`src/rtl/bin2bcd_seq_pkg.sv`:
```
// Shared constants and state encoding for the sequential binary-to-BCD converter.
package bin2bcd_seq_pkg;

    localparam int         NIBBLE_W       = 4;
    localparam logic [3:0] ADD3_THRESHOLD = 4'd5;

    typedef enum logic [1:0] {
        IDLE  = 2'd0,
        SHIFT = 2'd1,
        DONE  = 2'd2
    } state_t;

endpackage

```
`src/rtl/bin2bcd_seq_bcd_add3.sv`:
```
// Double-dabble correction cell: adds 3 to a BCD nibble that has reached 5 or more.
module bcd_add3
    import bin2bcd_seq_pkg::*;
(
    input  logic [NIBBLE_W-1:0] nibble_in,
    output logic [NIBBLE_W-1:0] nibble_out
);

    // The sum stays 4 bits wide; a corrected nibble never carries into its neighbour.
    assign nibble_out = (nibble_in >= ADD3_THRESHOLD) ? nibble_in + 4'd3 : nibble_in;

endmodule

```
`src/rtl/bin2bcd_seq.sv`:
```
// Iterative shift-and-add-3 converter from WIDTH-bit binary to DIGITS packed BCD nibbles.
// Define BCD_BLANK_EN to register a leading-zero blank mask alongside each result.
module bin2bcd_seq
    import bin2bcd_seq_pkg::*;
#(
    parameter int WIDTH  = 24,
    parameter int DIGITS = 8
) (
    input  logic                       clk,
    input  logic                       rst,
    input  logic [WIDTH-1:0]           in_data,
    input  logic                       in_valid,
    output logic                       in_ready,
    output logic [NIBBLE_W*DIGITS-1:0] bcd_out,
    output logic                       out_valid,
    output logic                       busy,
    output logic [DIGITS-1:0]          digit_blank
);

    localparam int BCD_W = NIBBLE_W * DIGITS;
    localparam int SR_W  = BCD_W + WIDTH;
    localparam int CNT_W = $clog2(WIDTH + 1);
    localparam logic [CNT_W-1:0] LAST_SHIFT = CNT_W'(WIDTH - 1);

    state_t            state;
    state_t            state_next;
    logic [SR_W-1:0]   shift_reg;
    logic [SR_W-1:0]   shifted;
    logic [BCD_W-1:0]  bcd_adj;
    logic [BCD_W-1:0]  bcd_new;
    logic [CNT_W-1:0]  bit_cnt;
    logic              accept;
    logic              last_shift;
    logic              unused_top_bit;

    // One correction cell per BCD nibble of the upper shift-register field.
    for (genvar g = 0; g < DIGITS; g++) begin : g_add3
        bcd_add3 u_add3 (
            .nibble_in  (shift_reg[WIDTH + NIBBLE_W*g +: NIBBLE_W]),
            .nibble_out (bcd_adj[NIBBLE_W*g +: NIBBLE_W])
        );
    end

    // The top BCD bit can never be set for legal WIDTH/DIGITS pairs, so it shifts out.
    assign shifted        = {bcd_adj[BCD_W-2:0], shift_reg[WIDTH-1:0], 1'b0};
    assign bcd_new        = shifted[SR_W-1 -: BCD_W];
    assign unused_top_bit = bcd_adj[BCD_W-1];
    assign accept         = in_valid && in_ready;
    assign last_shift     = (state == SHIFT) && (bit_cnt == LAST_SHIFT);

    always_ff @(posedge clk) begin
        if (rst) state <= IDLE;
        else     state <= state_next;
    end

    always_comb begin
        state_next = state;
        case (state)
            IDLE:    if (in_valid) state_next = SHIFT;
            SHIFT:   if (bit_cnt == LAST_SHIFT) state_next = DONE;
            DONE:    state_next = IDLE;
            default: state_next = IDLE;
        endcase
    end

    always_comb begin
        in_ready  = 1'b0;
        busy      = 1'b0;
        out_valid = 1'b0;
        case (state)
            IDLE:  in_ready = 1'b1;
            SHIFT: busy     = 1'b1;
            DONE: begin
                busy      = 1'b1;
                out_valid = 1'b1;
            end
            default: ;
        endcase
    end

    // NOTE: non-blocking assignments here, so shift_reg, bit_cnt and bcd_out all see pre-edge values.
    always_ff @(posedge clk) begin
        if (rst) begin
            shift_reg <= '0;
            bit_cnt   <= '0;
            bcd_out   <= '0;
        end else begin
            if (accept) begin
                shift_reg <= {{BCD_W{1'b0}}, in_data};
                bit_cnt   <= '0;
            end else if (state == SHIFT) begin
                shift_reg <= shifted;
                bit_cnt   <= bit_cnt + 1'b1;
            end
            // Loaded on the edge entering DONE so it is stable while out_valid is high.
            if (last_shift) bcd_out <= bcd_new;
        end
    end

`ifdef BCD_BLANK_EN
    logic [DIGITS-1:0] blank_next;
    logic              zero_above;

    always_comb begin
        blank_next = '0;
        zero_above = 1'b1;
        for (int k = DIGITS - 1; k >= 1; k--) begin
            zero_above    = zero_above && (bcd_new[NIBBLE_W*k +: NIBBLE_W] == '0);
            blank_next[k] = zero_above;
        end
    end

    always_ff @(posedge clk) begin
        if (rst)             digit_blank <= '0;
        else if (last_shift) digit_blank <= blank_next;
    end
`else
    assign digit_blank = '0;
`endif

endmodule

```
`config.mk`:
```
export PLATFORM = sky130hd
export DESIGN_NAME = bin2bcd_seq
export DESIGN_NICKNAME = d
export VERILOG_FILES = /design/src/rtl/bin2bcd_seq_pkg.sv /design/src/rtl/bin2bcd_seq_bcd_add3.sv /design/src/rtl/bin2bcd_seq.sv
export SDC_FILE = /design/constraint.sdc
export NUM_CORES = 1
export LEC_CHECK = 0
export CORE_MARGIN = 3
export CORE_UTILIZATION = 25
export CTS_BUF_LIST = sky130_fd_sc_hd__clkbuf_4
export CTS_CLUSTER_SIZE = 25
export DETAILED_ROUTE_END_ITERATION = 10
export PLACE_DENSITY = 0.47
export SYNTH_ARGS = -nofsm -noshare
export SYNTH_HDL_FRONTEND = slang
export SYNTH_HIERARCHICAL = 1
export SYNTH_SLANG_ARGS = --single-unit
```
`constraint.sdc`:
```
create_clock -name clk -period 2.3 [get_ports clk]
set_clock_uncertainty 0.1 [all_clocks]
set_input_delay 0.345 -clock clk [delete_from_list [all_inputs] [get_ports clk]]
set_output_delay 0.345 -clock clk [all_outputs]
set_load 0.01 [all_outputs]
```
Yosys cells after proc, flatten, opt, wreduce, memory -nomap -nowiden
Cells that the tools add are included.

Word-level logic and storage cells: 50. Output and inout bits: 43. Register bits: 95. Bits of input ports: 27.

$lt $le $gt $ge: 8. Equality and inequality tests: 5. Reductions and logical operators: 7. Muxes and demuxes: 16. Add/subtract/negate cells: 9.

Operator list (count): $mux 24 (2); $ge 4x3->1 const B (8); $add 4x2->4 const B (7); $mux 4 (7); $add 5x1->5 const B (1); $eq 5x5->1 const B (1); $mux 2 (2); $ne 2x2->1 const B (2); $pmux 2 s2 (1); $reduce_or 2->1 (2); $add 3x2->3 const B (1); $mux 1 (3); $mux 3 (1); $eq 2x1->1 const B (1); $eq 2x2->1 const B (1); $logic_and 1x1->1 (2); $logic_not 2->1 (1); $reduce_and 2->1 (1); $reduce_bool 2->1 (1).

Depth between registers and ports, before layout
Depth in word-level cells: 4. Depth in mapped cells: 7. Gate-level depth less buffers: 7.

Modules after synthesis
Netlist, hierarchy kept.

Modules (own cells, without submodules): bin2bcd_seq (sequential area each 1901.8 sq um, cells each 406, area each 4097.7 sq um, times used 1); bcd_add3 (sequential area each 0.0 sq um, cells each 16, area each 101.3 sq um, times used 8).

Least setup slack after synthesis
Ideal clock, no wire load.

Path kind: register -> register. From: register state[0]. To: register shift_reg[10]. Data arrival time: 1.305 ns. Buffers on the path: 2. Cell stages (with the launch flop): 7. Clock period less this slack: 1.542 ns. Required time: 2.062 ns. Library setup time: 0.138 ns. Slack: 0.758 ns. Cell sequence: dfxtp_1 -> inv_1 -> ha_1 -> nand2_1 -> buf_2 -> clkbuf_1 -> a211oi_1.

Word-level cells in the longest chain between the ends: 4. Elaborated cells on any way between the ends: 6. Those cells by class: eq/ne (1); mux (2); reduce/logical (3).

Ends and longest elaborated chain: start: declaration (line bin2bcd_seq.sv:25) `state_t state;`; start signal: assignment (line bin2bcd_seq.sv:53) `else state <= state_next;`; $logic_not 2->1 * (line bin2bcd_seq.sv:70) `case (state)`; $mux 1 * (line bin2bcd_seq.sv:70); net in_ready (line bin2bcd_seq.sv:13) `output logic in_ready,`; $logic_and 1x1->1 * (line bin2bcd_seq.sv:48) `assign accept = in_valid && in_ready;`; $mux 24 or $reduce_bool 2->1 (tied branches); end signal: assignment (line bin2bcd_seq.sv:89) `shift_reg <= {{BCD_W{1'b0}}, in_data};`; end signal: assignment (line bin2bcd_seq.sv:92) `shift_reg <= shifted;`; end: declaration (line bin2bcd_seq.sv:27) `logic [SR_W-1:0] shift_reg;`.

Mark *: on every way through the listed nets, which the timed path passes. The rest lies on a longest branch. A chain may end at the register's enable or synchronous reset.

Worst setup path after layout
From: register state[1]. To: output port in_ready.

Word-level cells in the longest chain between the ends: 2.

Ends and longest elaborated chain (line): $logic_not 2->1 (bin2bcd_seq.sv:70); $mux 1 (bin2bcd_seq.sv:70); end: declaration (bin2bcd_seq.sv:13).

Every way passes these cells.

==> qor.tcl <==
set qor(outcome) {complete, no violations}
set qor(place.detailed.hpwl_um) 6810
set qor(post_route_cells_drive_above_1_share_pct) 11.4
set qor(pin_count_of_the_biggest_net_entering_global_routing) 65
set qor(setup-violations-final) 0
set qor(regToRegSetupSlack_ns) 0.59
set qor(synthToLayoutAreaGrowth_pct) 20.6
set qor(worst_path_max_delay_cell) {sky130_fd_sc_hd__clkdlybuf4s50_1}
set qor(totalWireLength_um) 10500
set qor(max_reg_flops) 56
set qor(routed_via_density) 4.36
set qor(globalRoute.totalOverflow) 0
set qor(fillers) 1997
set qor(max_capacitance_violation_count) 0
set qor(syn-mean-instance-area_um2) 9.22
set qor(antenna_found_initial) 1
set qor(setup_repair_after_global_routing_missed_its_margin) {true}
set qor(crit_required_ns) 1.86
set qor(grt_pass1_wl_um) 18000
set qor(critical_path.reg2reg.startpoint) {bit_cnt[0]$_SDFFE_PP0P_}
set qor(detail_route.wl_per_cell_um) 12.5
set qor(regToRegEndpoint) {bcd_out[31]$_SDFFE_PP0P_}
set qor(yosysWarnings) 6
set qor(cts.htree.levels) 3
set qor(timing_max_transition_violations_final) 0
set qor(critical-path-max-stage-delay_ns) 0.57
set qor(finalWorstPathRequiredPeriod_ns) 2.19
set qor(worst_hold_path_type) {in2reg}
set qor(vias) 3655
set qor(final_core_util_pct) 31.1
set qor(synth.cell_area_um2) 4890
set qor(cts-hold-fix-buffers) 0
set qor(design_power_total_mw) 3.20
set qor(drt_first_pass_iters) 4
set qor(die_height_um) 146
set qor(layout.nets) 620
set qor(clk-insertion-delay-late_ns) 0.47
set qor(clkTransAtPathRegs_ns) 0.14
set qor(cts_root_buffer) {sky130_fd_sc_hd__clkbuf_4}
set qor(start_util_pct) 25.8
set qor(fp-row-count) 50
set qor(post_cts_resized) 0
set qor(ctsLongestPathBuffers) 2
set qor(path_cells) {inv_1 > ha_1 > clkdlybuf4s50_1}
set qor(relSlewSlack_pct) 61.1
set qor(port_buffers) 61
set qor(worst_setup_path_end_kind) {output port}
set qor(detail-route-antenna-nets) 0
set qor(area_taken_by_multi_input_logic_gates_um2) 2700
set qor(place_congestion) 0.730
set qor(hold_slack_final_ns) 0.233
set qor(cts_inserted_buffers) 9
set qor(floorplan.core_area_um2) 19000
set qor(sequential_cell_area_in_the_final_layout_um2) 1900
set qor(netlist_instances) 530
set qor(ir_drop_uv) 206
set qor(worst-setup-path-type) {reg2out}
set qor(fmaxAchievable_mhz) 457
set qor(layout.cells.most_common_list) {sky130_fd_sc_hd__dfxtp_1, sky130_fd_sc_hd__nor2_1, sky130_fd_sc_hd__mux2i_1, sky130_fd_sc_hd__clkdlybuf4s50_1, sky130_fd_sc_hd__nand2b_1}
set qor(final_period_util_pct) 95.1
set qor(hold_viol_final) 0
set qor(worst_setup_path_endpoint) {in_ready}
set qor(cp_data_arrival_time_ns) 1.74
set qor(postCtsSetupRepairBufs) 0
set qor(fp.dieArea_um2) 21300
set qor(mostFrequentLayoutCell) {sky130_fd_sc_hd__dfxtp_1}
set qor(clock_tree_from_tritoncts) {done}
set qor(timing_worst_slew_pin_value_ns) 0.583
set qor(total_leakage_power_nw) 2.12
set qor(vias_in_the_first_global_route) 3744
set qor(grt_usage_pct) 10.2
set qor(ios) 70
set qor(timing.critical_path.from_type) {flop}
set qor(die_width_um) 146
set qor(crit_path_start) {state[1]$_SDFFE_PP0P_}
set qor(power-per-cell-area_nw_per_um2) 542
set qor(reg2reg_depth) 4
set qor(crit_fanout) 5
set qor(starting_drc_count_in_detailed_routing) 133
set qor(cts_num_sinks) 95
set qor(drc_errors) 0
==> power breakdown <==
group | switching (mW) | internal, mW
Combinational | 0.179 | 0.181
Clock | 0.573 | 0.543
Sequential | 0.0275 | 1.69
==> worst min-delay path by stage <==
stage | startpoint | endpoint | slack [ns] | depth (start not counted)
floorplan | shift_reg[0]$_SDFFE_PP0P_ | shift_reg[0]$_SDFFE_PP0P_ | 0.36 | 2
global placement | bcd_out[31]$_SDFFE_PP0P_ | bcd_out[31]$_SDFFE_PP0P_ | 0.36 | 2
detailed placement | bcd_out[31]$_SDFFE_PP0P_ | bcd_out[31]$_SDFFE_PP0P_ | 0.36 | 2
CTS | rst | state[1]$_SDFFE_PP0P_ | 0.20 | 2
global route | rst | state[1]$_SDFFE_PP0P_ | 0.20 | 2
finish | rst | state[1]$_SDFFE_PP0P_ | 0.23 | 2
==> per-stage QoR <==
stage / setup TNS (ns) / std cells / setup slack, ns / instance area (um2)
2_1_floorplan: 0 / 537 / 0.758 / 4910
3_3_place_gp: 0 / 822 / 0.592 / 5710
3_5_place_dp: 0 / 822 / 0.568 / 5710
4_1_cts: 0 / 838 / 0.00747 / 5890
5_1_grt: -0.0210 / 839 / -0.0210 / 5900
6_report: 0 / 839 / 0.112 / 5900
==> critical path, delay by kind of cell, from the launching register on <==
family,cells,cell delay (ns)
DFF,1,0.36
adders and majority gates,1,0.25
buffers and inverters,2,0.67
==> layout make-up <==
| type | instances | area share [%] |
|---|---|---|
| multi-input combinational | 379 | 45.7 |
| sequential | 95 | 32.3 |
| timing repair buffer | 70 | 12.3 |
| tap | 260 | 5.52 |
| clock inverter | 7 | 1.89 |
| clock buffer | 9 | 1.15 |
| inverter | 18 | 1.15 |
| antenna | 1 | 0.0424 |
==> routing by layer <==
layer  global-route usage, %  vias up  part of all wire (%)  wire (um)
met1                    12.6     1681                    48       5060
met5                       0        -                     0          0
met4                    2.28        0                  0.89         93
met2                    16.4       77                    44       4570
met3                    4.70        8                   7.1        739
li1                        -     1889                     -          -
Note: power is estimated with default switching activity, not from simulation.
==> patch 1 (config.mk and constraints unchanged) <==
Add a define of `BCD_BLANK_EN`.
--- a/src/rtl/bin2bcd_seq.sv
+++ b/src/rtl/bin2bcd_seq.sv
@@ -1,4 +1,6 @@
 // Iterative shift-and-add-3 converter from WIDTH-bit binary to DIGITS packed BCD nibbles.
 // Define BCD_BLANK_EN to register a leading-zero blank mask alongside each result.
+`define BCD_BLANK_EN
+
 module bin2bcd_seq
     import bin2bcd_seq_pkg::*;
Function: no difference found for any inputs over 10 cycles, from zero or initial values and one cycle with rst high; that may be too few to reach the edited logic, so the function may still have changed.
==> patch 1 against the unedited design <==
  * The flow now finishes with violations (negative setup slack)
  * Total power increased by 2.8%
  * Utilization increased by 2.3 points
  * Sequential power rose by 9.9%
  * Cell area increased by 3.4%
  * Critical path depth grew 6
  * Area after synthesis decreased by 3.4%
  * Wire length increased by 9.4%
  * Sequential cell count grew 7
  * Setup slack lost 180 ps
  * Maximum frequency decreased by 7.7%
  * Register-to-register slack lost 660 ps
  * Critical path type is now register to register
==> patch 1: results (changes against the unedited design) <==
| Metric | Value |
|---|---|
| Status | `complete, but fails checks` |
| Failing checks | `negative setup slack` |
| CTS Buf Count | `9 (unchanged)` |
| Int Pwr | `2.32 mW (-3.9%)` |
| Port Buffer Count | `68 (+11%)` |
| R2R Setup Slk | `-70 ps (-660 ps)` |
| Initial DRT Pass Iterations | `4 (unchanged)` |
| Global-route wire length before repair | `19100 microns (+5.8%)` |
| Final setup vio count | `3 (+3)` |
| Fin nets | `682 (+10%)` |
| Largest net degree at the start of global routing | `63 (-3.1%)` |
| Fillers | `1922 (-3.8%)` |
| Clock transition at the registers of the reported paths | `170 ps (+30 ps)` |
| Slew Limit Headroom | `58.0% (-3.1 points)` |
| Clock Sinks | `102 (+7.4%)` |
| WP data arrival | `2680 ps (+940 ps)` |
| Clock latency at the later pin of the worst-skew pair | `480 ps` |
| HPWL after detailed placement | `7940 microns (+17%)` |
| Maximum vdd drop | `207 uV (+0.49%)` |
| Htree depth | `3 (unchanged)` |
| Placer Congestion | `0.792 (+8.5%)` |
| Final worst slack | `-69.9 ps (-182 ps)` |
| Yosys synthesis warning count | `6 (unchanged)` |
| Post-Route WL | `11400 microns (+9.4%)` |
| Total global routing track utilization | `11.4% (+1.2 points)` |
| Static leakage | `2.18 nW (+3.0%)` |
| Vias per cell | `4.43 (+1.7%)` |
| Root buffer cell | `clkbuf_4` |
| CP Max Fanout | `4 (-1)` |
| Max Buffers Root-to-Sink | `2 (unchanged)` |
| Initial DRC count | `98 (-26%)` |
| Setup TNS | `-141 ps (-141 ps)` |
| Initial antenna violation count | `1 (unchanged)` |
| Mapped Nets | `600` |
| Number of global-route vias before repair | `3934 (+5.1%)` |
| Largest register FFs | `56 (unchanged)` |
| Hold WC Path Type | `input port to register` |
| Proportion of layout cells with a drive suffix above 1 | `14.5% (+3.1 points)` |
## patch 1: cell count changes in the layout (fill, tap and decap cells not counted), sizes merged, moves of 6 or more
cell and change:
nand2 +73, a21oi +38, nand4b -33, o21ai -32, nand2b -30, buf +25
conb -7, dfxtp +7, clkdlybuf4s50 +6
## patch 1: per-stage QoR
| stage | setup slack, ps | power [mW] | hold WS [ps] | cell area [sq um] | cells |
|---|---|---|---|---|---|
| global route | -157 | 3.47 | 81.4 | 6100 | 870 |
| floorplan | 1.64 | 2.30 | 344 | 4720 | 553 |
| finish | -69.9 | 3.29 | 120 | 6100 | 870 |
| global placement | -72.7 | 2.47 | 345 | 5810 | 848 |
| detailed placement | -147 | 2.47 | 346 | 5810 | 848 |
| CTS | -72.9 | 3.36 | 70.0 | 6010 | 867 |
## patch 1: worst paths after layout
| check | cells past startpoint | from | end |
|---|---|---|---|
| setup / recovery | 9 | shift_reg[52] | digit_blank[1] |
| hold / removal | 2 | rst | bcd_out[5] |
| setup reg to reg | 9 | shift_reg[52] | digit_blank[1] |
| hold reg to reg | 2 | bcd_out[13] | bcd_out[13] |
## patch 1: repair_timing
item                       4_1_cts  5_1_grt
setup endpoints to repair        5        9
setup buffers                    3        2
pin swaps                        8        5
resized for setup               19       14
## patch 1: area by class of cell
| class | instances | share of cell area [%] |
|---|---|---|
| well taps | 229 | 4.70 |
| repair buffers | 102 | 15.7 |
| flip-flops and latches | 102 | 33.7 |
| clock buffers | 9 | 1.11 |
| multi-input cells | 400 | 42.7 |
| diodes | 1 | 0.0411 |
| clock inverters | 7 | 0.821 |
| inverters | 20 | 1.23 |
## patch 1: layer usage
layer  up-vias  track usage [%]  share of wire [%]  wire length [microns]
met5         -                0                  0                      0
met4         0             4.21                1.7                    190
met3        14             2.63                2.9                    332
met2        39             19.5                 48                   5490
met1      1783             14.1                 47                   5440
li1       2019                -                  -                      -
## patch 1: critical path: stages, from the launching register on
cell	delay (ps)
dfxtp_2	370
inv_1	60
ha_2	200
nand2b_4	60
a21oi_4	170
xnor2_2	100
or4_4	540
and4bb_4	380
nand4_4	120
o31ai_4	190
## patch 1: power groups by stage
stage	clock network [mW]	logic [mW]	registers (mW)
floorplan	0	0.383	1.91
detailed placement	0	0.545	1.93
global placement	0	0.540	1.93
CTS	0.921	0.548	1.89
global route	0.975	0.594	1.91
finish	0.856	0.538	1.89
==> patch 2 (same flow settings) <==
Made on the original files. One comparison of `bit_cnt` changes from == to >=.
--- a/src/rtl/bin2bcd_seq.sv
+++ b/src/rtl/bin2bcd_seq.sv
@@ -47,5 +47,5 @@
     assign unused_top_bit = bcd_adj[BCD_W-1];
     assign accept         = in_valid && in_ready;
-    assign last_shift     = (state == SHIFT) && (bit_cnt == LAST_SHIFT);
+    assign last_shift     = (state == SHIFT) && (bit_cnt >= LAST_SHIFT);
 
     always_ff @(posedge clk) begin
Behaviour: no difference found for any inputs over 10 cycles, from zero or initial values and one cycle with rst high; that may be too few to reach the edited logic, so the function may still have changed.
==> patch 2 against the unedited design <==
  * Wire length decreased by 6.5%
  * Sequential cell count unchanged
  * Critical path depth unchanged
  * Synthesized cell count decreased by 1.7%
  * Global-route usage decreased by 0.77 points
  * First-iteration DRC count decreased by 30%
  * Total power increased by 3.2%
  * Area after synthesis decreased by 0.82%
  * Cell area decreased by 1.3%
  * Setup slack got worse by 49 ps
  * Worst hold slack got worse by 65 ps
  * Via count decreased by 4.1%
==> patch 2: results (changes against the unedited design) <==
| Metric | Value |
|---|---|
| Status | `finished, final reports clean` |
| Inverters, non-clock | `19 (+1)` |
| CP Max Fanout | `3 (-2)` |
| Static leakage | `2.04 nW (-3.6%)` |
| Initial antenna violation count | `0 (-1)` |
| WP data arrival | `1790 ps (+50 ps)` |
| Largest net degree at the start of global routing | `46 (-29%)` |
| Clock buf/inv share | `2.54% (-0.50 points)` |
| Signal buf overhead | `12.1% (-0.15 points)` |
| Pre-CTS setup slack | `475 ps (-93.8 ps)` |
| Initial DRC count | `93 (-30%)` |
| Post-Route WL | `9780 microns (-6.5%)` |
| PD cells | `566 nW/um^2 (+4.5%)` |
| HPWL after detailed placement | `6800 microns (about the same)` |
| Global-route wire length before repair | `16800 microns (-7.0%)` |
| Clock transition at the registers of the reported paths | `170 ps (+30 ps)` |
| Maximum vdd drop | `226 uV (+9.4%)` |
| GR Util met3 | `2.06% (-2.6 points)` |
| GR Util met2 | `14.5% (-1.8 points)` |
| Placer Congestion | `0.713 (-2.3%)` |
| N_diodes | `0 (-1)` |
| Multi-input gate count | `377 (-0.53%)` |
| Grt met1 use | `12.8% (+0.21 points)` |
| Multi-input combinational area share | `45.8% (+0.13 points)` |
| Number of global-route vias before repair | `3431 (-8.4%)` |
| Max incr delay on CP | `530 ps (-40 ps)` |
| Non-clk bufs | `71 (+1.4%)` |
## patch 2: tightest hold or removal path, cell delays in order
cell,delay [ps]
buf_2,170
nand2b_1,120
mux2i_1,60
## patch 2: what timing repair did
action / in CTS / in global routing
endpoints found under the setup margin: 2 / 2
gates resized for setup: 1 / 2
endpoints found under the hold margin: 0 / 0
## patch 2: power breakdown
group          leakage, nW  internal [mW]  switching [mW]  total (mW)
clock               0.0731          0.343           0.624       0.967
sequential           0.772           1.73          0.0435        1.77
combinational         1.20          0.275           0.288       0.563
## patch 2: worst paths after layout
check	start	to	slack, ps	cells after the start
worst max-delay path	state[0]	busy	60	3
worst min-delay path	rst	bcd_out[6]	170	3
worst max register to register	state[1]	bcd_out[24]	460	6
worst min register to register	bcd_out[1]	bcd_out[1]	390	2
## patch 2: layer usage
layer,wire [microns],vias up
met5,0,-
met4,157,0
met3,373,12
met2,4250,58
met1,5000,1614
li1,-,1821
